===== src/rtl/pipeline_reg_memwb_multi_pkg.sv =====
// Shared definitions for the multi-lane MEM/WB pipeline register.
package pipeline_reg_memwb_multi_pkg;

  localparam int unsigned COMMON_WIDTH = 32;
  localparam int unsigned REG_NUM      = 5;

  // Skid buffer fill state; the encoding doubles as the occupancy count.
  typedef enum logic [1:0] {
    ST_EMPTY = 2'd0,
    ST_ONE   = 2'd1,
    ST_TWO   = 2'd2
  } memwb_state_e;

endpackage


===== src/rtl/pipeline_reg_memwb_multi_lane_cond.sv =====
// Per-lane writeback conditioning: result select and register-zero suppression.
module memwb_lane_cond
  import pipeline_reg_memwb_multi_pkg::*;
#(
  parameter int unsigned DATA_W = COMMON_WIDTH,
  parameter int unsigned RA_W   = REG_NUM
) (
  input  logic [RA_W-1:0]   rd,
  input  logic [DATA_W-1:0] alu,
  input  logic [DATA_W-1:0] mem,
  input  logic              sel_alu,
  output logic [DATA_W-1:0] data_c,
  output logic              we_c
);

  // Data for rd=0 still passes through; only its enable is dropped.
  assign data_c = sel_alu ? alu : mem;
  assign we_c   = (rd != '0);

endmodule


===== src/rtl/pipeline_reg_memwb_multi.sv =====
// MEM/WB stage: conditions a multi-lane writeback bundle and holds it in a
// two-entry skid buffer behind a valid/ready handshake. MAIN drives the
// outputs and is also the forwarding source for earlier stages.
module pipeline_reg_memwb_multi
  import pipeline_reg_memwb_multi_pkg::*;
#(
  parameter int unsigned LANES  = 2,
  parameter int unsigned DATA_W = COMMON_WIDTH,
  parameter int unsigned RA_W   = REG_NUM
) (
  input  logic                    clk,
  input  logic                    rst,
  input  logic                    flush,
  input  logic                    in_valid,
  output logic                    in_ready,
  input  logic [LANES*RA_W-1:0]   in_rd,
  input  logic [LANES*DATA_W-1:0] in_alu,
  input  logic [LANES*DATA_W-1:0] in_mem,
  input  logic [LANES-1:0]        in_sel_alu,
  output logic                    out_valid,
  input  logic                    out_ready,
  output logic [LANES-1:0]        out_we,
  output logic [LANES*RA_W-1:0]   out_rd,
  output logic [LANES*DATA_W-1:0] out_data,
  output logic [1:0]              occupancy
);

  localparam int unsigned RD_W = LANES * RA_W;
  localparam int unsigned D_W  = LANES * DATA_W;

  memwb_state_e      state, state_d;
  logic [LANES-1:0]  main_we, main_we_d, skid_we, skid_we_d;
  logic [RD_W-1:0]   main_rd, main_rd_d, skid_rd, skid_rd_d;
  logic [D_W-1:0]    main_data, main_data_d, skid_data, skid_data_d;

  logic [D_W-1:0]    cond_data_c;
  logic [LANES-1:0]  lane_we_c;
  logic [LANES-1:0]  cond_we_c;
  logic              push_c;
  logic              pop_c;

  // One conditioning slice per lane.
  for (genvar g = 0; g < LANES; g++) begin : g_lane
    memwb_lane_cond #(
      .DATA_W (DATA_W),
      .RA_W   (RA_W)
    ) u_cond (
      .rd      (in_rd[g*RA_W +: RA_W]),
      .alu     (in_alu[g*DATA_W +: DATA_W]),
      .mem     (in_mem[g*DATA_W +: DATA_W]),
      .sel_alu (in_sel_alu[g]),
      .data_c  (cond_data_c[g*DATA_W +: DATA_W]),
      .we_c    (lane_we_c[g])
    );
  end

  // Same-destination collision: a younger (higher) lane kills older writes.
  always_comb begin
    cond_we_c = lane_we_c;
    for (int i = 0; i < int'(LANES); i++) begin
      for (int j = i + 1; j < int'(LANES); j++) begin
        if (lane_we_c[j] && (in_rd[i*RA_W +: RA_W] == in_rd[j*RA_W +: RA_W])) begin
          cond_we_c[i] = 1'b0;
        end
      end
    end
  end

  assign in_ready  = (state != ST_TWO);
  assign out_valid = (state != ST_EMPTY);
  assign push_c    = in_valid & in_ready;
  assign pop_c     = out_valid & out_ready;
  assign out_we    = out_valid ? main_we : '0;
  assign out_rd    = main_rd;
  assign out_data  = main_data;
  assign occupancy = 2'(state);

  // Skid FSM next state and entry updates; flush overrides everything.
  always_comb begin
    state_d     = state;
    main_we_d   = main_we;
    main_rd_d   = main_rd;
    main_data_d = main_data;
    skid_we_d   = skid_we;
    skid_rd_d   = skid_rd;
    skid_data_d = skid_data;

    if (flush) begin
      state_d   = ST_EMPTY;
      main_we_d = '0;
      skid_we_d = '0;
    end else begin
      case (state)
        ST_EMPTY: begin
          if (push_c) begin
            state_d     = ST_ONE;
            main_we_d   = cond_we_c;
            main_rd_d   = in_rd;
            main_data_d = cond_data_c;
          end
        end
        ST_ONE: begin
          if (push_c && !pop_c) begin
            state_d     = ST_TWO;
            skid_we_d   = cond_we_c;
            skid_rd_d   = in_rd;
            skid_data_d = cond_data_c;
          end else if (!push_c && pop_c) begin
            state_d = ST_EMPTY;
          end else if (push_c && pop_c) begin
            main_we_d   = cond_we_c;
            main_rd_d   = in_rd;
            main_data_d = cond_data_c;
          end
        end
        ST_TWO: begin
          if (pop_c) begin
            state_d     = ST_ONE;
            main_we_d   = skid_we;
            main_rd_d   = skid_rd;
            main_data_d = skid_data;
          end
        end
        default: begin
          state_d = ST_EMPTY;
        end
      endcase
    end
  end

  // State and entry registers; reset discards any held bundles.
  always_ff @(posedge clk or posedge rst) begin
    if (rst) begin
      state     <= ST_EMPTY;
      main_we   <= '0;
      main_rd   <= '0;
      main_data <= '0;
      skid_we   <= '0;
      skid_rd   <= '0;
      skid_data <= '0;
    end else begin
      state     <= state_d;
      main_we   <= main_we_d;
      main_rd   <= main_rd_d;
      main_data <= main_data_d;
      skid_we   <= skid_we_d;
      skid_rd   <= skid_rd_d;
      skid_data <= skid_data_d;
    end
  end

endmodule


===== config.mk =====
export PLATFORM = sky130hd
export DESIGN_NAME = pipeline_reg_memwb_multi
export DESIGN_NICKNAME = d
export VERILOG_FILES = /design/src/rtl/pipeline_reg_memwb_multi_pkg.sv /design/src/rtl/pipeline_reg_memwb_multi_lane_cond.sv /design/src/rtl/pipeline_reg_memwb_multi.sv
export SDC_FILE = /design/constraint.sdc
export NUM_CORES = 1
export LEC_CHECK = 0
export ABC_AREA = 1
export ABC_CLOCK_PERIOD_IN_PS = 10100
export CORE_UTILIZATION = 44
export DETAILED_ROUTE_END_ITERATION = 16
export DONT_BUFFER_PORTS = 1
export GPL_ROUTABILITY_DRIVEN = 0
export PLACE_DENSITY = 0.7
export SETUP_SLACK_MARGIN = 0.02
export SLEW_MARGIN = 15
export SYNTH_ARGS = -nofsm -noshare
export SYNTH_HDL_FRONTEND = slang
export SYNTH_SLANG_ARGS = --single-unit

===== constraint.sdc =====
create_clock -name clk -period 10.1 [get_ports clk]
set_clock_uncertainty 0.1 [all_clocks]
set_input_delay 2.525 -clock clk [delete_from_list [all_inputs] [get_ports clk]]
set_output_delay 2.525 -clock clk [all_outputs]
set_load 0.02 [all_outputs]

[Word level (Yosys, flattened, before mapping)]
Cells that the tools add are included.
Storage, ports and cells
  flip-flop bits (word level): 154
  bits in latches: 0
  RAM bits: 0
  memory bits (read-only): 0
  logic and storage cells: 76
  memories kept: 0
Cells by class
  add/sub/neg operators: 0
  multipliers: 0
  divide/modulo/power cells: 0
  order comparisons: 0
  eq/ne operators: 15
  shift operators: 0
  muxes and demuxes: 32
  bitwise gates (word level): 3
  reduce and logical (&&, ||, !) cells: 19
Operator list (count)
  64-bit two-way mux: 5
  64-bit one-hot mux with 3 select lines: 1
  32-bit two-way mux: 2
  10-bit two-way mux: 5
  2-bit two-way mux: 15
  10-bit one-hot mux with 3 select lines: 1
  3-bit inequality test, second input constant: 5
  2-bit inequality test, second input constant: 6
  2-bit one-hot mux with 3 select lines: 2
  5-bit nonzero test: 2
  7-bit AND reduction: 1
  3-bit AND reduction: 2
  6-bit AND reduction: 1
  2-bit nonzero test: 3
  5-bit equality test: 1
  1-bit logical AND: 4
  4-bit inequality test, second input constant: 1
  4-bit nonzero test: 1
  3-bit nonzero test: 1
  1-bit AND: 2
  2-bit by 1-bit equality test with 1-bit output, second input constant: 1
  2-bit equality test, second input constant: 1
  1-bit zero test: 2
  2-bit zero test: 1
  3 further kinds: 3

[Logic depth before layout (Yosys ltp)]
  word-level depth: 8
  gate-level depth with buffers: 12
  mapped depth without buffers: 11

[Cells and area by module]
From an unflattened synthesis, not the netlist that was laid out.
Second synthesis, totals
  cell total of the unflattened synthesis: 1020
  area total of the unflattened synthesis: 8575.7 um2
Modules (own cells, without submodules)
  pipeline_reg_memwb_multi: times used 1, cells an instance 806, area each 7317.0 um2, sequential area each 3853.7 um2
  memwb_lane_cond: times used 2, cells an instance 107, area each 629.4 um2, sequential area each 0.0 um2

[Least setup slack after synthesis]
No wires, ideal clock.
  path type: reg-to-output
  start point: register state[0] (netlist: occupancy[0])
  end point: output in_ready
  data arrival time: 1.579 ns
  setup slack: 5.896 ns
  cell stages (with the launch flop): 6
  buffers on the path: 2
  cells stage by stage: dfrtp_1 -> inv_1 -> ha_1 -> inv_2 -> clkbuf_1 -> clkbuf_1
On the way
  cells in the longest elaborated chain, start to end: 1
RTL lines
  from (decl): RTL line pipeline_reg_memwb_multi.sv:31  | memwb_state_e state, state_d;
  from (signal assigned): RTL line pipeline_reg_memwb_multi.sv:142  | state <= state_d;
  2-bit inequality test: RTL line pipeline_reg_memwb_multi.sv:69  | assign in_ready = (state != ST_TWO);
  to (decl): RTL line pipeline_reg_memwb_multi.sv:15  | output logic in_ready,
Every way passes these cells.

[Worst setup path in the final report]
Ends and elaborated chain as after synthesis.

==> flow_summary_export.csv <==
group,metric,value,unit
run_status,status,"completed",
global_route,grt_pass1_vias,5144,
global_route,grt.total_usage,17.8,%
synthesis,yosys-top-cells-count,"307 x nand2_1, 223 x inv_1, 165 x o21ai_0",
sta,fin_setup_tns,0,ps
synthesis,syn_avg_cell_area,7.36,sq um
finish,antenna_cells,0,
run,drv_cap,0,
die,floorplan.initialDensity,45.4,%
min_path,hold_class,"reg -> reg",
sta,fin_crit_sh,56.0,%
drt,wl_per_cell,12.9,microns
drt,drt_iter0_drc,317,
clocking,cts_setup_buffers,0,
clocking,clock_latency,420,ps
clocking,clk_pin_slew,60,ps
power,power_leakage,0.00432,uW
critical_path,path_buf_inv,3,
clocking,ctsRootBufferMaster,"clkbuf_16",
synthesis,async_flop_share,100,%
sta,worstMarginPinSlew,972,ps
drt,antenna_left,0,
sta,rsz0062_at_grt,"false",
synthesis,yosysWarnings,0,
synthesis,synth_top_area_cell,"dfrtp_1",
critical_path,path_cells,"inv_1 > ha_1 > clkinv_2 > buf_4",
synthesis,synth_cells,1076,
global_route,grt_overflow,0,
critical_path,worstPathMaxFanout,73,
finish,layout-drive-gt1-share,4.38,%
synthesis,synth-seq-area-share,48.7,%
sta,setup_violations,0,
place,hpwl,11000,microns
finish,utilization,48.9,%
synthesis,ys.flop_type,"dfrtp_1",
synthesis,yosys_register_bits,154,
synthesis,yosysTopAreaCellShare,48.7,%
drt,route.detailed.drc,0,
die,io_pins,225,
clocking,ctsResizeCount,0,
synthesis,synth_cell_type_count,25,
sta,maxSlewHeadroom,35.2,%
clocking,cts_sinks,154,
critical_path,startpoint_type,"register",
die,dieArea,18500,sq um
die,die_h,136,microns
synthesis,synth-edff-count,0,
clocking,htreeDepth,4,
global_route,antenna_found_initial,0,
sta,hold_viol_final,0,
critical_path,reg2reg_slack,5100,ps
clocking,cts_tree,"built",
power,total_power,2520,uW
power,ir_drop,154,uV
sta,drv_slew,0,
finish,nets,1187,
synthesis,yosys-top-cells-area,"dfrtp_1 49%, nand2_1 15%, inv_1 11%",
clocking,cts_buffers,17,
drt,vias,6126,
drt,routed_wl,16400,microns
die,rows,48,
global_route,grt_pass1_wl,25700,microns
place,portBuffers,0,
critical_path,critical_path_arrival,3030,ps
die,core,17400,sq um
critical_path,critical_path_class,"reg -> out",
global_route,grt_max_degree,81,
critical_path,required,7480,ps
synthesis,yosysMostFrequentCell,"nand2_1",
power,power_density,296,nW/um^2
die,fp.dieW,136,microns
clocking,clock_path_buffers,2,
clocking,hold_buffers,0,
finish,area_delta_synth_final,7.54,%
critical_path,slowest_delay,760,ps
critical_path,critPathTopFamily,"buffers and inverters",
sta,max_freq,177,MHz
drt,vias_per_cell,4.80,
drt,drtPass1Iterations,5,
sta,period_needed,5650,ps
critical_path,critPathSlowestCell,"clkinv_2",
synthesis,synth_nets,1225,
critical_path,cp-end-kind,"output port",
synthesis,synthesis.area,7920,sq um
## routing by layer
metal	part of all wire [%]	global-route usage (%)	routed length [microns]	vias up
met5	0	0	0	-
met1	47	24.2	7660	2716
met4	1.7	6.42	283	0
met2	45	26.8	7330	179
li1	-	-	-	3214
met3	6.9	5.33	1130	17
## kinds of logic (layout without fill, tap and decap cells)
kind of cell / count (synthesis) / in the layout / synth area share, %
AO/OA/AOI/OAI: 299 / 299 / 19.2
buffers and inverters: 288 / 263 / 15.3
flip-flops: 154 / 154 / 48.7
XOR/XNOR: 2 / 2 / 0.221
adder cells (fa/ha/maj): 4 / 4 / 0.632
AND/OR/NAND/NOR: 329 / 329 / 16.0
## cell usage in the layout (no fill, tap or decap), types with 4 or more instances in the layout
cell       Yosys  final
buf_4         15      5
inv_1        223    222
nor2_1        11     11
nand2_1      307    307
dfrtp_1      154    154
clkbuf_16      0     17
bufinv_16      0      4
clkinv_2       0      4
o21ai_0      165    165
ha_1           4      4
o21ai_1      126    126
inv_6          0      5
nand3_1        5      5
## area by class of cell
class / count / area [sq um]
fill: 1672 / 8900
clock inverter: 13 / 189
tap: 225 / 282
multi-input combinational: 634 / 2850
timing repair buffer: 5 / 37.5
inverter: 226 / 856
clock buffer: 19 / 443
sequential: 154 / 3850
## power by group
| group | internal [uW] | switching (uW) | total (uW) |
|---|---|---|---|
| sequential | 908 | 335 | 1240 |
| combinational | 208 | 385 | 592 |
| clock | 423 | 260 | 683 |
## final timing paths
kind                                 end  depth (start not counted)    startpoint
min in group asynchronous    out_data[4]                          1           rst
hold reg to reg               main_we[0]                          2    main_we[0]
setup reg to reg           skid_data[48]                         11  occupancy[0]
hold / removal                main_we[0]                          2    main_we[0]
max in group asynchronous   skid_data[3]                          2           rst
setup / recovery                in_ready                          4  occupancy[0]
## through the flow
step / setup slack [ps] / std cells / cell area (sq um) / hold WS (ps)
5_1_grt: 4110 / 1276 / 8510 / 412
4_1_cts: 4350 / 1276 / 8510 / 387
3_3_place_gp: 4850 / 1244 / 7880 / 368
6_report: 4450 / 1276 / 8510 / 382
3_5_place_dp: 4810 / 1244 / 7880 / 366
2_1_floorplan: 3330 / 1076 / 7920 / 349
## sequential cells by signal, summed over array words and instances, names as in the netlist
name       flops
out_data      64
occupancy      2
main_we        2
skid_data     64
skid_rd       10
skid_we        2
out_rd        10
## worst min-delay path: cells and delay by family (launching register included)
kind          cells  cell delay (ps)
flops             1              340
simple gates      2              110
Note: power is estimated with default switching activity, not from simulation.
